$ cat src/rtl/microprocessor_top_pkg.sv
// rtl/microprocessor_top_pkg.sv - shared types, opcodes, reset table and glyphs for the micro-sequencer
package microprocessor_top_pkg;

    typedef enum logic [2:0] {
        IDLE  = 3'd0,
        S_OP  = 3'd1,
        S_RD1 = 3'd2,
        S_RD2 = 3'd3,
        S_WR  = 3'd4,
        DONE  = 3'd5
    } state_e;

    localparam logic [3:0] OP_NOP   = 4'd0;
    localparam logic [3:0] OP_LOADI = 4'd1;
    localparam logic [3:0] OP_READ  = 4'd2;
    localparam logic [3:0] OP_COPY  = 4'd3;
    localparam logic [3:0] OP_NOT   = 4'd4;
    localparam logic [3:0] OP_AND   = 4'd5;
    localparam logic [3:0] OP_OR    = 4'd6;
    localparam logic [3:0] OP_XOR   = 4'd7;
    localparam logic [3:0] OP_NAND  = 4'd8;
    localparam logic [3:0] OP_NOR   = 4'd9;
    localparam logic [3:0] OP_ADD   = 4'd10;
    localparam logic [3:0] OP_SUB   = 4'd11;
    localparam logic [3:0] OP_SHL   = 4'd12;
    localparam logic [3:0] OP_SHR   = 4'd13;
    localparam logic [3:0] OP_ADDI  = 4'd14;
    localparam logic [3:0] OP_SUBI  = 4'd15;

    // Segment patterns are {g,f,e,d,c,b,a}, active-low
    localparam logic [6:0] GLYPH_BLANK = 7'h7F;
    localparam logic [6:0] GLYPH_DASH  = 7'h3F;
    localparam logic [6:0] GLYPH_D     = 7'h21;

    function automatic logic [6:0] hex_glyph(input logic [3:0] v);
        logic [6:0] g;
        case (v)
            4'h0: g = 7'h40;
            4'h1: g = 7'h79;
            4'h2: g = 7'h24;
            4'h3: g = 7'h30;
            4'h4: g = 7'h19;
            4'h5: g = 7'h12;
            4'h6: g = 7'h02;
            4'h7: g = 7'h78;
            4'h8: g = 7'h00;
            4'h9: g = 7'h10;
            4'hA: g = 7'h08;
            4'hB: g = 7'h03;
            4'hC: g = 7'h46;
            4'hD: g = 7'h21;
            4'hE: g = 7'h06;
            default: g = 7'h0E;
        endcase
        return g;
    endfunction

    // R[i] = i, except R[13] which powers up holding 3
    function automatic logic [3:0] rf_reset_val(input int idx);
        return (idx == 13) ? 4'd3 : idx[3:0];
    endfunction

endpackage

$ cat src/rtl/microprocessor_top_button.sv
// rtl/microprocessor_top_button.sv - push-button synchroniser, debouncer and rising-edge pulse
module microprocessor_top_button #(
    parameter int DEBOUNCE_CYCLES = 256
) (
    input  logic clk_i,
    input  logic rst_i,
    input  logic btn_i,
    output logic pulse_o
);
    localparam int CW = $clog2(DEBOUNCE_CYCLES + 1);

    logic          meta_q, sync_q, stable_q, pulse_q;
    logic [CW-1:0] cnt_q;

    // The counter only runs while the synchronised level disagrees with the accepted one
    always_ff @(posedge clk_i) begin
        if (rst_i) begin
            meta_q   <= 1'b0;
            sync_q   <= 1'b0;
            stable_q <= 1'b0;
            pulse_q  <= 1'b0;
            cnt_q    <= '0;
        end else begin
            meta_q  <= btn_i;
            sync_q  <= meta_q;
            pulse_q <= 1'b0;
            if (sync_q == stable_q) begin
                cnt_q <= '0;
            end else if (cnt_q == CW'(DEBOUNCE_CYCLES - 1)) begin
                cnt_q    <= '0;
                stable_q <= sync_q;
                pulse_q  <= sync_q;
            end else begin
                cnt_q <= cnt_q + 1'b1;
            end
        end
    end

    assign pulse_o = pulse_q;
endmodule

$ cat src/rtl/microprocessor_top_ssd.sv
// rtl/microprocessor_top_ssd.sv - four-digit multiplexed seven-segment driver
module microprocessor_top_ssd
    import microprocessor_top_pkg::*;
#(
    parameter int REFRESH_CYCLES = 64
) (
    input  logic            clk_i,
    input  logic            rst_i,
    input  logic            enable_i,
    input  logic [3:0][6:0] glyph_i,
    output logic [6:0]      seg_o,
    output logic [3:0]      anode_o
);
    localparam int RW = (REFRESH_CYCLES > 1) ? $clog2(REFRESH_CYCLES) : 1;

    logic [RW-1:0] tick_q;
    logic [1:0]    digit_q;

    always_ff @(posedge clk_i) begin
        if (rst_i) begin
            tick_q  <= '0;
            digit_q <= 2'd0;
        end else if (tick_q == RW'(REFRESH_CYCLES - 1)) begin
            tick_q  <= '0;
            digit_q <= digit_q + 2'd1;
        end else begin
            tick_q <= tick_q + 1'b1;
        end
    end

    always_comb begin
        anode_o = 4'hF;
        seg_o   = GLYPH_BLANK;
        if (enable_i) begin
            anode_o[digit_q] = 1'b0;
            seg_o            = glyph_i[digit_q];
        end
    end
endmodule

$ cat src/rtl/microprocessor_top.sv
// rtl/microprocessor_top.sv - 4-bit micro-sequencer: field entry FSM, ALU, 16x4 register file, display
module microprocessor_top
    import microprocessor_top_pkg::*;
#(
    parameter int DEBOUNCE_CYCLES = 256,
    parameter int REFRESH_CYCLES  = 64
) (
    input  logic       clk_ref,
    input  logic [3:0] btn,
    input  logic [3:0] sw,
    output logic [3:0] led,
    output logic [6:0] ssd_seg,
    output logic [3:0] ssd_anode
);
    logic            rst_meta_q, rst_q;
    logic            step_pulse, view_pulse, unused_btn2;
    state_e          state_q, state_d;
    logic [3:0]      op_q, op_d, rd1_q, rd1_d, rd2_q, rd2_d, wr_q, wr_d;
    logic [4:0]      result_q;
    logic            ovf_q, unf_q, view_q, view_d, exec;
    logic [3:0]      rf_q [16];
    logic [3:0]      a, b, mag;
    logic [4:0]      alu_res;
    logic            alu_ovf, alu_unf, alu_we, disp_en;
    logic [3:0][6:0] glyphs;

    assign unused_btn2 = btn[2];

    // Reset is only synchronised so it acts while the button is held
    always_ff @(posedge clk_ref) begin
        rst_meta_q <= btn[3];
        rst_q      <= rst_meta_q;
    end

    microprocessor_top_button #(.DEBOUNCE_CYCLES(DEBOUNCE_CYCLES)) u_step (
        .clk_i(clk_ref), .rst_i(rst_q), .btn_i(btn[0]), .pulse_o(step_pulse)
    );

    microprocessor_top_button #(.DEBOUNCE_CYCLES(DEBOUNCE_CYCLES)) u_view (
        .clk_i(clk_ref), .rst_i(rst_q), .btn_i(btn[1]), .pulse_o(view_pulse)
    );

    // A step pulse takes priority over a view toggle arriving in the same cycle
    always_comb begin
        state_d = state_q;
        op_d    = op_q;
        rd1_d   = rd1_q;
        rd2_d   = rd2_q;
        wr_d    = wr_q;
        view_d  = view_q;
        exec    = 1'b0;
        if (step_pulse) begin
            case (state_q)
                IDLE:  state_d = S_OP;
                S_OP:  begin op_d  = sw; state_d = S_RD1; end
                S_RD1: begin rd1_d = sw; state_d = S_RD2; end
                S_RD2: begin rd2_d = sw; state_d = S_WR;  end
                S_WR:  begin wr_d  = sw; exec = 1'b1; state_d = DONE; end
                DONE:  begin view_d = 1'b0; state_d = IDLE; end
                default: state_d = IDLE;
            endcase
        end else if (view_pulse && state_q == DONE) begin
            view_d = ~view_q;
        end
    end

    always_comb begin
        a       = rf_q[rd1_q];
        b       = rf_q[rd2_q];
        alu_res = '0;
        alu_ovf = 1'b0;
        alu_unf = 1'b0;
        alu_we  = 1'b1;
        case (op_q)
            OP_NOP:   alu_we = 1'b0;
            OP_LOADI: alu_res = {1'b0, rd2_q};
            OP_READ:  begin alu_res = {1'b0, a}; alu_we = 1'b0; end
            OP_COPY:  alu_res = {1'b0, a};
            OP_NOT:   alu_res = {1'b0, ~a};
            OP_AND:   alu_res = {1'b0, a & b};
            OP_OR:    alu_res = {1'b0, a | b};
            OP_XOR:   alu_res = {1'b0, a ^ b};
            OP_NAND:  alu_res = {1'b0, ~(a & b)};
            OP_NOR:   alu_res = {1'b0, ~(a | b)};
            OP_ADD:   begin alu_res = {1'b0, a} + {1'b0, b}; alu_ovf = alu_res[4]; end
            OP_SUB:   begin alu_res = {1'b0, a - b}; alu_unf = (a < b); end
            OP_SHL:   begin alu_res = {a, 1'b0}; alu_ovf = a[3]; end
            OP_SHR:   alu_res = {2'b00, a[3:1]};
            OP_ADDI:  begin alu_res = {1'b0, a} + {1'b0, rd2_q}; alu_ovf = alu_res[4]; end
            OP_SUBI:  begin alu_res = {1'b0, a - rd2_q}; alu_unf = (a < rd2_q); end
            default:  alu_we = 1'b0;
        endcase
    end

    // The write uses the destination index being latched on this same edge
    always_ff @(posedge clk_ref) begin
        if (rst_q) begin
            state_q  <= IDLE;
            op_q     <= 4'd0;
            rd1_q    <= 4'd0;
            rd2_q    <= 4'd0;
            wr_q     <= 4'd0;
            result_q <= 5'd0;
            ovf_q    <= 1'b0;
            unf_q    <= 1'b0;
            view_q   <= 1'b0;
            for (int i = 0; i < 16; i++) rf_q[i] <= rf_reset_val(i);
        end else begin
            state_q <= state_d;
            op_q    <= op_d;
            rd1_q   <= rd1_d;
            rd2_q   <= rd2_d;
            wr_q    <= wr_d;
            view_q  <= view_d;
            if (exec) begin
                result_q <= alu_res;
                ovf_q    <= alu_ovf;
                unf_q    <= alu_unf;
                if (alu_we) rf_q[wr_d] <= alu_res[3:0];
            end
        end
    end

    always_comb begin
        led     = 4'b0000;
        glyphs  = {4{GLYPH_BLANK}};
        disp_en = 1'b1;
        mag     = unf_q ? 4'd0 - result_q[3:0] : result_q[3:0];
        case (state_q)
            S_OP:  begin led = 4'b0001; glyphs[3] = hex_glyph(4'd1); glyphs[0] = hex_glyph(sw); end
            S_RD1: begin led = 4'b0010; glyphs[3] = hex_glyph(4'd2); glyphs[0] = hex_glyph(sw); end
            S_RD2: begin led = 4'b0100; glyphs[3] = hex_glyph(4'd3); glyphs[0] = hex_glyph(sw); end
            S_WR:  begin led = 4'b1000; glyphs[3] = hex_glyph(4'd4); glyphs[0] = hex_glyph(sw); end
            DONE: begin
                led = result_q[3:0];
                if (view_q) begin
                    glyphs = {hex_glyph(op_q), hex_glyph(rd1_q), hex_glyph(rd2_q), hex_glyph(wr_q)};
                end else begin
                    glyphs[3] = GLYPH_D;
                    glyphs[0] = hex_glyph(mag);
                    if (unf_q)      glyphs[1] = GLYPH_DASH;
                    else if (ovf_q) glyphs[1] = hex_glyph(4'd1);
                end
            end
            default: disp_en = 1'b0;
        endcase
    end

    microprocessor_top_ssd #(.REFRESH_CYCLES(REFRESH_CYCLES)) u_ssd (
        .clk_i(clk_ref), .rst_i(rst_q), .enable_i(disp_en), .glyph_i(glyphs),
        .seg_o(ssd_seg), .anode_o(ssd_anode)
    );
endmodule

$ cat config.mk
export PLATFORM = sky130hd
export DESIGN_NAME = microprocessor_top
export DESIGN_NICKNAME = d
export VERILOG_FILES = /design/src/rtl/microprocessor_top_pkg.sv /design/src/rtl/microprocessor_top_button.sv /design/src/rtl/microprocessor_top_ssd.sv /design/src/rtl/microprocessor_top.sv
export SDC_FILE = /design/constraint.sdc
export NUM_CORES = 1
export LEC_CHECK = 0
export ABC_AREA = 0
export BUFFER_PORTS_ARGS = -buffer_cell sky130_fd_sc_hd__buf_2
export CORE_MARGIN = 1
export CORE_UTILIZATION = 35
export DETAILED_ROUTE_END_ITERATION = 10
export PLACE_DENSITY = 0.53
export SYNTH_ARGS = -nofsm -noshare
export SYNTH_HDL_FRONTEND = slang
export SYNTH_HIERARCHICAL = 1
export SYNTH_SLANG_ARGS = --single-unit
$ cat constraint.sdc
create_clock -name clk_ref -period 10.56 [get_ports clk_ref]
set_input_delay 2.64 -clock clk_ref [delete_from_list [all_inputs] [get_ports clk_ref]]
set_output_delay 2.64 -clock clk_ref [all_outputs]
set_load 0.02 [all_outputs]
==> results.sh <==
export IMPL_timing_worst_setup_path_type="in -> out"
export IMPL_initial_core_util_pct=36.1
export IMPL_cp_end_kind="output port"
export IMPL_vias=7606
export IMPL_crit_fanout=15
export IMPL_syn2layout_area_growth_pct=9.71
export IMPL_die_area_um2=29600
export IMPL_slew_headroom_pct=17.9
export IMPL_final_hold_violation_count=0
export IMPL_diodes=0
export IMPL_cpMostUsedCell="buf_2"
export IMPL_syn_nets=1125
export IMPL_htree_levels=4
export IMPL_grt_pass1_vias=7236
export IMPL_drt_wl_total_mm=25.5
export IMPL_hold_end="rst_q$_DFF_P_"
export IMPL_firstDrtPassIters=7
export IMPL_netlist_area_um2=10100
export IMPL_cp_cell_sequence="buf_2, inv_1, ha_1, nor2_1, a21oi_1, o211ai_1, nand4_1, mux4_2, nand2b_1, buf_2"
export IMPL_ir_drop_v=0.000106
export IMPL_synth_edf_count=64
export IMPL_fp_dieW_um=172
export IMPL_power_leakage_nw=3.68
export IMPL_ys_seq_area_share_pct=38.3
export IMPL_clkLatencyLatePin_ns=0.44
export IMPL_cp_slowest_cell="mux4_2"
export IMPL_cellPowerDensity_nw_per_um2=124
export IMPL_cp_num_buf_inv=3
export IMPL_drt_iter0_drc=755
export IMPL_max_cap_violations=0
export IMPL_mostFrequentLayoutCells="nor2_1 (125), nand2_1 (101), dfxtp_1 (97), ha_1 (69), edfxtp_1 (64)"
export IMPL_hpwl_mm=18.6
export IMPL_io_pin_count=24
export IMPL_worstPathArrival_ns=4.77
export IMPL_slew_violations=0
export IMPL_drive_gt1_share_pct=14.3
export IMPL_synth_cells=1043
export IMPL_finClkSkew_ns=0.0177
export IMPL_grt_overflow=0
export IMPL_grt_pass1_wl_mm=40.7
export IMPL_cts_resized_gates=0
export IMPL_post_cts_buffers=0
export IMPL_gr_usage_all_layers_pct=18.2
export IMPL_cts_tree="yes"
export IMPL_cts_sinks=162
export IMPL_synth_seq_cells=162
export IMPL_worst_pin_slew_ns=1.22
export IMPL_cts_buffer_depth=2
export IMPL_hold_depth=0
export IMPL_cts_root_buf="clkbuf_16"
export IMPL_synth_avg_cell_area_um2=9.71
export IMPL_postRouteAntennaNets=0
export IMPL_slowest_delay_ns=0.47
export IMPL_period_minus_slack_ns=7.41
export IMPL_coreArea_um2=28100
export IMPL_ys_flop_type="dfxtp_1"
export IMPL_mostFrequentLayoutCell="nor2_1"
export IMPL_antenna_found_initial=0
export IMPL_io_buffers=22
export IMPL_rsz0062_at_grt="no"
export IMPL_hp_start="rst_meta_q$_DFF_P_"
export IMPL_drc=0
export IMPL_hold_buffers=0
export IMPL_start_kind="input pin"
export IMPL_min_path_type="reg -> reg"
export IMPL_num_nets_final=1110
export IMPL_path_clk_slew_ns=0.08
export IMPL_num_fill_cells=2784
export IMPL_dieHeight_um=172
export IMPL_row_count=61
export IMPL_grt_max_degree=52
export IMPL_final_setup_viol_count=0
export IMPL_critical_path_required_ns=7.92
export IMPL_globalplace_congestion=0.878
export IMPL_p_total_mw=1.38
export IMPL_regToRegEndpoint="rf_q[10][1]$_SDFFCE_PN1P_"
export IMPL_rr_worst_depth=12
export IMPL_async_flop_share_pct=0
export IMPL_synthDistinctLibCells=74
export IMPL_cpLargestDelayFamily="buffers and inverters"
export IMPL_fmax_mhz=135
export IMPL_via_per_inst=5.36
export IMPL_finalSetupTns_ns=0
export IMPL_fin_crit_sh_pct=70.1
export IMPL_yosys_warnings=6
export IMPL_numCtsBuffers=17
export IMPL_rrSetupSlack_ns=5.74
export IMPL_detail_route_wl_per_cell_um=18.0
export IMPL_status="finished clean"
layer usage:
metal / wire [um] / GRT usage (%)
met4: 354 / 5.00
met3: 1120 / 3.18
met1: 12200 / 25.6
met5: 0 / 0
met2: 11800 / 28.7
metrics by stage:
step                area, um2  instances  util, %  hold WS, ns  worst slack (ns)
floorplan               10100       1043        -        0.310              3.54
global placement        10500       1387     37.3        0.313              3.17
detailed placement      10500       1387     37.3        0.321              3.15
CTS                     11100       1419     39.6        0.337              3.14
global route            11100       1419     39.6        0.341              2.98
finish                  11100       1419     39.6        0.333              3.15
synthesized netlist by cell type, types with 4 or more instances:
cell,number,area share (%)
a21oi_1,45,2.2
a221oi_1,4,0.35
a22o_1,7,0.61
a22oi_1,4,0.30
buf_1,8,0.30
buf_2,4,0.20
buf_6,5,0.56
clkbuf_1,46,1.7
dfxtp_1,98,19
edfxtp_1,64,19
fa_1,4,0.79
ha_1,69,8.5
inv_1,54,2.0
mux2_2,9,1.0
mux2i_1,43,4.3
mux4_2,43,9.6
nand2_1,101,3.7
nand2b_1,20,1.2
nand3_1,25,1.2
nand4_1,4,0.25
nor2_1,125,4.6
nor2b_1,23,1.4
nor3_1,24,1.2
nor3b_1,7,0.52
o211ai_1,9,0.67
o21ai_0,49,2.4
o22ai_1,10,0.62
o311ai_0,5,0.43
o31ai_1,6,0.44
or2_2,21,1.3
or3_1,16,0.99
xnor2_1,10,0.86
xor2_1,7,0.61
cells by family after synthesis:
group                    count (synthesis)  share of synthesized area [%]
AO/OA/AOI/OAI                          183                           11.8
XOR/XNOR                                17                           1.47
adder cells (fa/ha/maj)                 73                           9.32
buffers and inverters                  119                           4.94
flip-flops                             162                           38.3
multiplexers                            97                           15.2
AND/OR/NAND/NOR                        392                           19.0
how the worst max path moves through the flow:
stage	start	end	slack (ns)	cells past startpoint
detailed placement	sw[0]	ssd_seg[1]	3.15	10
floorplan	sw[0]	ssd_seg[1]	3.54	9
global placement	sw[0]	ssd_seg[1]	3.17	10
global route	sw[1]	ssd_seg[3]	2.98	10
finish	sw[1]	ssd_seg[0]	3.15	10
CTS	sw[0]	ssd_seg[1]	3.14	10
cell type report:
type                    instances  area, um2  area share [%]
multi-input cells             762       5750            51.8
well taps                     378        473            4.26
repair buffers                 30        170            1.53
clock inverters                15        199            1.79
inverters                      55        206            1.86
clock buffers                  17        425            3.83
flip-flops and latches        162       3880            35.0
power by group:
group	total [mW]	internal [mW]	switching (mW)
Combinational	0.0739	0.0298	0.0441
Clock	0.637	0.327	0.311
Sequential	0.666	0.657	0.00891
Total	1.38	1.01	0.364
worst register-to-register path, delay by kind of cell, from the launching register on:
kind                     cells  cell delay [ns]
buffers and inverters        1             0.07
adder cells (fa/ha/maj)      2             0.81
AO/OA/AOI/OAI                2             0.34
AND/OR/NAND/NOR              4             1.31
multiplexers                 3             1.06
flip-flops                   1             0.94
Note: power is estimated with default switching activity, not from simulation.
